[src/rtl/fault_fsm.sv]
// Persistence-filtered fault supervisor: debounces four fault flags and escalates NORMAL->WARNING->FAULT->SHUTDOWN.
// Optional build macro FAULT_FSM_AUTO_RECOVER_EN lets WARNING fall back to NORMAL once every counter is zero.
module fault_fsm #(
  parameter int WARN_CYCLES     = 4,
  parameter int FAULT_CYCLES    = 16,
  parameter int SHUTDOWN_CYCLES = 32
) (
  input  logic       clk,
  input  logic       rst,
  input  logic       ov,
  input  logic       uv,
  input  logic       ot,
  input  logic       uc,
  input  logic       mask_ov,
  input  logic       mask_uv,
  input  logic       mask_ot,
  input  logic       mask_uc,
  input  logic       clear_warning,
  output logic [1:0] state,
  output logic       warn,
  output logic       fault,
  output logic       shutdown,
  output logic [2:0] active_fault_id,
  output logic [7:0] cnt_uv,
  output logic [7:0] cnt_ov,
  output logic [7:0] cnt_ot,
  output logic [7:0] cnt_uc
);

  typedef enum logic [1:0] {
    NORMAL   = 2'd0,
    WARNING  = 2'd1,
    FAULT    = 2'd2,
    SHUTDOWN = 2'd3
  } state_t;

  state_t          state_reg;
  state_t          state_next;
  logic [3:0]      eff;
  logic [3:0][7:0] cnt_all;
  logic [7:0]      max_cnt;
  logic            all_zero;

  // Channel order: 0 uv, 1 ov, 2 ot, 3 uc.
  assign eff = {uc & ~mask_uc, ot & ~mask_ot, ov & ~mask_ov, uv & ~mask_uv};

  genvar gi;
  generate
    for (gi = 0; gi < 4; gi++) begin : g_cnt
      logic [7:0] cnt_reg;
      always_ff @(posedge clk) begin
        if (rst || !eff[gi]) begin
          cnt_reg <= 8'd0;
        end else if (cnt_reg != 8'hFF) begin
          cnt_reg <= cnt_reg + 8'd1;
        end
      end
      assign cnt_all[gi] = cnt_reg;
    end
  endgenerate

  always_comb begin
    max_cnt = 8'd0;
    for (int i = 0; i < 4; i++) begin
      if (cnt_all[i] > max_cnt) max_cnt = cnt_all[i];
    end
  end

  assign all_zero = (cnt_all == '0);

  always_ff @(posedge clk) begin
    if (rst) state_reg <= NORMAL;
    else     state_reg <= state_next;
  end

  // Escalation is tested first so it always wins over a clear on the same edge.
  always_comb begin
    state_next = state_reg;
    case (state_reg)
      NORMAL: begin
        if (max_cnt >= 8'(WARN_CYCLES)) state_next = WARNING;
      end
      WARNING: begin
        if (max_cnt >= 8'(FAULT_CYCLES)) state_next = FAULT;
`ifdef FAULT_FSM_AUTO_RECOVER_EN
        else if (all_zero) state_next = NORMAL;
`else
        else if (clear_warning && all_zero) state_next = NORMAL;
`endif
      end
      FAULT: begin
        if (max_cnt >= 8'(SHUTDOWN_CYCLES)) state_next = SHUTDOWN;
        else if (clear_warning && all_zero) state_next = NORMAL;
      end
      SHUTDOWN: state_next = SHUTDOWN;
      default:  state_next = NORMAL;
    endcase
  end

  assign state    = state_reg;
  assign warn     = (state_reg == WARNING);
  assign fault    = (state_reg == FAULT);
  assign shutdown = (state_reg == SHUTDOWN);

  // Reporting priority OT > OV > UV > UC.
  always_comb begin
    active_fault_id = 3'd0;
    if      (cnt_all[2] != 8'd0) active_fault_id = 3'd3;
    else if (cnt_all[1] != 8'd0) active_fault_id = 3'd2;
    else if (cnt_all[0] != 8'd0) active_fault_id = 3'd1;
    else if (cnt_all[3] != 8'd0) active_fault_id = 3'd4;
  end

  assign cnt_uv = cnt_all[0];
  assign cnt_ov = cnt_all[1];
  assign cnt_ot = cnt_all[2];
  assign cnt_uc = cnt_all[3];

endmodule

[config.mk]
export PLATFORM = sky130hd
export DESIGN_NAME = fault_fsm
export DESIGN_NICKNAME = d
export VERILOG_FILES = /design/src/rtl/fault_fsm.sv
export SDC_FILE = /design/constraint.sdc
export NUM_CORES = 1
export LEC_CHECK = 0
export CAP_MARGIN = 15
export CORE_MARGIN = 2
export CORE_UTILIZATION = 52
export CTS_CLUSTER_DIAMETER = 200
export DETAILED_ROUTE_END_ITERATION = 12
export HOLD_SLACK_MARGIN = 0.03
export PLACE_DENSITY_LB_ADDON = 0.05
export SLEW_MARGIN = 0
export SYNTH_ARGS = -nofsm -noshare
export SYNTH_HDL_FRONTEND = slang
export SYNTH_SLANG_ARGS = --single-unit
export TNS_END_PERCENT = 30
[constraint.sdc]
create_clock -name clk -period 6.2 [get_ports clk]
set_input_delay 0.62 -clock clk [delete_from_list [all_inputs] [get_ports clk]]
set_output_delay 0.62 -clock clk [all_outputs]
set_load 0.03 [all_outputs]
==> metrics.md, run 1 <==
| Metric | Value |
|---|---|
| Skew final | `roughly 0.0019 ns` |
| CTS max path bufs | `2` |
| Prevailing post-synth register cell | `dfxtp_1` |
| Seq cells post-synth | `34` |
| Most frequent cell after synthesis | `nor2_1` |
| Reg clk slew, reported paths | `0.07 ns` |
| CP endpoint kind | `flip-flop` |
| Final Setup Violations | `0` |
| Hold buffer count at CTS | `0` |
| Synth-to-Final Area Change | `24.4%` |
| EDFF count, synth | `0` |
| Synth top cells by count | `nor2_1 (50), dfxtp_1 (34), ha_1 (32)` |
| Slowest CP cell | `dfxtp_1` |
| Register area share after synthesis | `between 20% and 30%` |
| WP buf/inv | `1` |
| Min Hold Slack | `approximately 0.56 ns` |
| Post-route ant nets | `0` |
| Start point of the worst hold path | `state[1]` |
| Unique masters post-synth | `47` |
| VDD IR-drop max | `~0.12 mV` |
| Final period util | `83.8%` |
| Mapped Area | `~2500 sq um` |
| Post-synth ARST share | `0%` |
| FMAX | `0.192 GHz` |
| Synth Instances | `320` |
| IO buf count | `50` |
| Gpl congestion | `0.937` |
| Yosys top cell by area | `dfxtp_1` |
| Final #Nets | `between 400 and 500` |
| H-tree depth | `2` |
| Worst-path fanout max | `12` |
| Final count of pins violating max slew | `0` |
| Warnings, synthesis | `0` |
| Syn_nets | `between 300 and 400` |
| DRC violation count after routing | `0` |
| Period minus WS final | `5.20 ns` |
| Initial antenna violation count | `0` |
| Post-CTS Setup Bufs | `0` |
| Initial Utilization | `between 50% and 60%` |
| Core Area | `4690 sq um` |
| Crit path kind | `flip-flop to flip-flop` |
| Global-route wire length before repair | `10,100 microns` |
| Layout Utilization | `roughly 67%` |
| GRT Total Usage | `a little under a quarter` |
| WL/cell | `14.4 microns` |
| Hold path endpoint | `state[1]` |
| Clk root buf | `clkbuf_8` |
| Layout cells sized above 1 | `under 10%` |
| Sink Count | `34` |
| Most frequent CP cell | `ha_1` |
| Largest stage delay, worst path | `~0.35 ns` |
| Area share of the largest cell type after synthesis | `a little over a quarter` |
| Num ports | `around 50` |
| Vias in the first global route | `2,180` |
| TNS Setup | `0 ns` |
| Hold Vio Cnt, Final | `0` |
| Via density | `5.79` |
| Post-Route WL | `just over 6000 microns` |
| Area contributors post-synth | `dfxtp_1 (27%), ha_1 (16%), nor2_1 (7.4%)` |
| CTS tree | `yes` |
| Post-cts sizing count | `0` |
| Initial drt markers | `between 100 and 150` |
| DIE AREA | `5440 sq um` |
| Worst-Skew Late Latency | `approximately 0.28 ns` |
| Num CTS Buffers | `5` |
| FP Rows | `25` |
| Largest net degree at the start of global routing | `13` |
| Status | `complete, no violations` |
| Placed cells | `around 420` |
| Syn Area/Cell | `between 7 and 8 sq um` |
| Die width | `73.8 microns` |
| Post-Layout Cell Count | `about 430` |
| Hold Crit Depth | `2` |
| Ant. Diodes | `0` |
| Worst r2r src | `cnt_uv[1]` |
| Unrepaired setup endpoints after global routing | `false` |
| Die Span Y | `between 70 and 80 microns` |
| Req. time, crit path | `around 6.4 ns` |
| Worst min path class | `flip-flop to flip-flop` |
| Max-cap violation count | `0` |
| Initial DRT Pass Iterations | `4` |
| Crit path max-delay family | `simple AND/OR/NAND/NOR gates` |
| Leakage | `approximately 1.2 nW` |
| Nature of the critical path startpoint | `flip-flop` |
| Grt ovf | `0` |
| RR Endpoint | `state[0]` |
| Hpwl dp | `4690 microns` |
| R2R Setup Slk | `1.00 ns` |
| Max-slew headroom | `about three fifths` |
| Slew @ Worst Pin | `0.581 ns` |
| Cell count of the worst reg-to-reg path | `25` |
| Arrival time worst endpoint | `approximately 5.4 ns` |
| PwrDens | `167 nW/um^2` |
| Via count | `2,465` |
-- metrics by stage --
stage	cell area [sq um]	setup slack, ns	power (mW)
after CTS	3150	1.07	0.529
final	3150	1.00	0.526
after global placement	3070	1.24	0.373
after global routing	3150	0.512	0.555
after floorplan	2530	1.30	0.330
after detailed placement	3070	1.10	0.375
-- kinds of logic after synthesis --
| kind of cell | count (synthesis) | share of synthesized area [%] |
|---|---|---|
| AO/OA/AOI/OAI | 62 | 17.6 |
| buffers and inverters | 26 | 4.20 |
| flip-flops | 34 | 26.9 |
| adder cells (fa/ha/maj) | 32 | 15.8 |
| AND/OR/NAND/NOR | 148 | 29.0 |
| multiplexers | 4 | 1.63 |
| XOR/XNOR | 14 | 4.85 |
-- worst max path at each step --
stage              start  endpoint  cells past startpoint
2_1_floorplan  cnt_uv[1]  state[0]                     26
3_3_place_gp   cnt_uv[1]  state[0]                     24
3_5_place_dp   cnt_uv[1]  state[0]                     25
4_1_cts        cnt_uv[1]  state[0]                     26
5_1_grt        cnt_uv[1]  state[0]                     26
6_report       cnt_uv[1]  state[0]                     25
-- tightest hold or removal path: stages, from the launching register on --
cell     delay [ns]
dfxtp_1        0.36
o21ai_0        0.09
a21oi_1        0.06
-- where the power goes --
part / leakage [nW] / switching (mW) / internal (mW) / total (mW)
combinational: 0.902 / 0.0760 / 0.0621 / 0.138
sequential: 0.275 / 0.00946 / 0.225 / 0.234
clock: 0.0383 / 0.0762 / 0.0773 / 0.154
-- per-layer routing --
metal	routed length [microns]	global-route usage, %	vias up	share of wire [%]
li1	-	-	1258	-
met1	3110	34.9	1135	51
met2	2640	35.7	67	43
met3	310	4.53	5	5.1
met4	65	6.06	0	1.1
met5	0	0	-	0
-- final cells by class --
| type | count | area [sq um] |
|---|---|---|
| clock buffer | 7 | 76.3 |
| fill | 433 | 1550 |
| sequential | 34 | 681 |
| inverter | 21 | 78.8 |
| multi-input combinational | 260 | 1740 |
| tap | 54 | 67.6 |
| timing repair buffer | 50 | 500 |
-- layout by cell type, fill, tap and decap left out, types with 4 or more instances in the layout --
cell type,instances
nor2_1,50
clkdlybuf4s50_1,50
dfxtp_1,34
ha_1,32
nand3_1,22
inv_1,21
nand2_1,17
nand4_1,15
nor3_1,15
a21oi_1,13
o21ai_0,10
and3_1,8
xnor2_1,8
o211ai_1,7
xor2_1,6
a31oi_1,5
clkbuf_8,5
nor2b_1,4
and2_1,4
(Power assumes the default switching activity.)
==> inputs of run 2 (changes only) <==
clock period = 4.88 ns   (was 6.2 ns; I/O delays follow)
==> metrics.md, run 2 (synthesis results as in run 1) <==
| Metric | Value |
|---|---|
| Status | `complete, no violations (unchanged)` |
| Start point of the critical path | `cnt_uv[0] (was cnt_uv[1])` |
| Die width | `73.8 microns (unchanged)` |
| Clk root buf | `clkbuf_8 (unchanged)` |
| Die Span Y | `73.8 microns (unchanged)` |
| Layout cells sized above 1 | `16.3% (was 6.45%)` |
| Via count | `2,569 (was 2,465)` |
| Worst-Skew Late Latency | `0.29 ns (was 0.28 ns)` |
| Hpwl dp | `4830 microns (was 4690 microns)` |
| Sink Count | `34 (unchanged)` |
| Period minus WS final | `4.85 ns (was 5.20 ns)` |
| PwrDens | `214 nW/um^2 (was 167 nW/um^2)` |
| Largest net degree at the start of global routing | `13 (unchanged)` |
| FMAX | `0.206 GHz (was 0.192 GHz)` |
| CTS tree | `yes (unchanged)` |
| Via density | `5.83 (was 5.79)` |
| Reg clk slew, reported paths | `0.07 ns (about the same)` |
| Worst slack at placement | `-0.0101 ns (was 1.10 ns)` |
| Gpl congestion | `0.854 (was 0.937)` |
| Global-route wire length before repair | `10,200 microns (was 10,100 microns)` |
| Ant. Diodes | `0 (unchanged)` |
| RR Endpoint | `state[0] (unchanged)` |
| Unrepaired setup endpoints after global routing | `true (was false)` |
| Final Setup Violations | `0 (unchanged)` |
| Initial drt markers | `143 (was 148)` |
| Synth-to-Final Area Change | `35.0% (was 24.4%)` |
| Cell count of the worst reg-to-reg path | `26 (was 25)` |
| Crit path kind | `flip-flop to flip-flop (unchanged)` |
| Final #Nets | `429 (was 415)` |
| FP Rows | `25 (unchanged)` |
| VDD IR-drop max | `0.301 mV (was 0.123 mV)` |
| Leakage | `1.33 nW (was 1.22 nW)` |
| CTS max path bufs | `2 (unchanged)` |
| Req. time, crit path | `5.10 ns (was 6.41 ns)` |
| Min Hold Slack | `0.555 ns (was 0.564 ns)` |
| DIE AREA | `5440 sq um (unchanged)` |
| CP endpoint | `state[0] (unchanged)` |
| CP endpoint kind | `flip-flop (unchanged)` |
| DRC violation count after routing | `0 (unchanged)` |
| Post-Layout Cell Count | `441 (was 426)` |
| WL/cell | `15.0 microns (was 14.4 microns)` |
| Final period util | `99.4% (was 83.8%)` |
| Max-slew headroom | `58.8% (was 60.9%)` |
| Num CTS Buffers | `5 (unchanged)` |
| Initial DRT Pass Iterations | `4 (unchanged)` |
| Worst min path class | `flip-flop to flip-flop (unchanged)` |
| Num ports | `51 (unchanged)` |
| GRT Total Usage | `24.1% (was 23.8%)` |
| Max-cap violation count | `0 (unchanged)` |
| Grt ovf | `0 (unchanged)` |
| H-tree depth | `2 (unchanged)` |
| Core Area | `4690 sq um (unchanged)` |
| Layout Utilization | `72.8% (was 67.1%)` |
| Post-route ant nets | `0 (unchanged)` |
| Final count of pins violating max slew | `0 (unchanged)` |
| Arrival time worst endpoint | `5.07 ns (was 5.40 ns)` |
| IO buf count | `50 (unchanged)` |
| Fill cells | `393 (was 433)` |
| Initial Utilization | `53.9% (unchanged)` |
| Crit path setup slack, layout | `0.0283 ns (was 1.00 ns)` |
| Post-Route WL | `6640 microns (was 6120 microns)` |
| Hold buffer count at CTS | `0 (unchanged)` |
| Nature of the critical path startpoint | `flip-flop (unchanged)` |
| Skew final | `0.00754 ns (was 0.00193 ns)` |
| R2R Setup Slk | `0.03 ns (was 1.00 ns)` |
| Slew @ Worst Pin | `0.612 ns (was 0.581 ns)` |
| Hold Vio Cnt, Final | `0 (unchanged)` |
| Initial antenna violation count | `0 (unchanged)` |
| Vias in the first global route | `2,274 (was 2,180)` |
| Worst r2r src | `cnt_uv[0] (was cnt_uv[1])` |
| Worst-path fanout max | `6 (was 12)` |
| Hold Crit Depth | `2 (unchanged)` |
| Commonest cells after routing, fill and taps aside | `nor2_1 (50), clkdlybuf4s50_1 (50), dfxtp_1 (32) (was nor2_1 (50), clkdlybuf4s50_1 (50), dfxtp_1 (34))` |
| Placed cells | `428 (was 419)` |
-- run 2: cell types whose count changed in the layout (fill, tap and decap cells not counted), moves of 3 or more --
cell	previous run	this run
clkbuf_8	5	8
buf_4	0	13
ha_1	32	29
ha_4	0	3
a21oi_1	13	10
and2_1	4	1
a21oi_2	1	4
and2_4	0	3
-- run 2: layout make-up --
class / instances / area, sq um / area share [%]
clock buffer: 8 / 110 / 3.22
tap: 54 / 67.6 / 1.98
timing repair buffer: 63 / 598 / 17.5
multi-input combinational: 261 / 1870 / 54.8
inverter: 21 / 78.8 / 2.31
sequential: 34 / 688 / 20.2
-- run 2: critical path, cell delays in order (launching register included) --
cell	delay (ns)
dfxtp_4	0.36
inv_2	0.07
ha_1	0.14
nor4b_4	0.23
a21oi_2	0.13
ha_4	0.28
and4_4	0.24
nor2_1	0.04
a21bo_2	0.23
nand3_2	0.10
and2_4	0.17
ha_1	0.31
nand4_1	0.14
buf_4	0.16
o21ai_2	0.23
or2_4	0.21
nand2_1	0.05
o21ai_1	0.07
ha_1	0.25
nor2b_1	0.13
o21a_1	0.16
o21a_1	0.17
o21bai_2	0.18
a21o_1	0.17
nand4_1	0.16
o211a_1	0.28
a211oi_2	0.13
-- run 2: how the worst min path moves through the flow --
stage                     startpoint        end  slack (ns)
after floorplan                  rst   state[1]        0.56
after global placement     cnt_uv[0]  cnt_uv[0]        0.53
after detailed placement   cnt_uv[0]  cnt_uv[0]        0.55
after CTS                  cnt_uv[0]  cnt_uv[0]        0.56
after global routing       cnt_uv[0]  cnt_uv[0]        0.60
final                      cnt_uv[0]  cnt_uv[0]        0.55
-- run 2: power by group --
group / internal [mW] / leakage [nW] / switching (mW)
registers: 0.284 / 0.276 / 0.0121
clock network: 0.143 / 0.0575 / 0.102
logic: 0.0875 / 0.998 / 0.101
-- run 2: timing repair --
| action | 4_1_cts | 5_1_grt |
|---|---|---|
| pin swaps | 1 | 10 |
| gates cloned | 0 | 1 |
| setup endpoints to repair | 1 | 2 |
| buffers inserted | 1 | 3 |
| gates resized for setup | 8 | 20 |
-- run 2: metrics by stage --
step	power [mW]	TNS (ns)	instance area, sq um
2_1_floorplan	0.420	0	2540
3_3_place_gp	0.475	0	3150
5_1_grt	0.763	-0.415	3410
4_1_cts	0.727	0	3300
3_5_place_dp	0.477	-0.0101	3150
6_report	0.730	0	3410
-- run 2: routing by layer --
metal | up-vias | wire [microns] | GRT usage (%)
met5 | - | 0 | 0
met4 | 0 | 89 | 8.08
met3 | 8 | 321 | 5.35
met2 | 75 | 3020 | 37.5
met1 | 1198 | 3210 | 32.8
li1 | 1288 | - | -
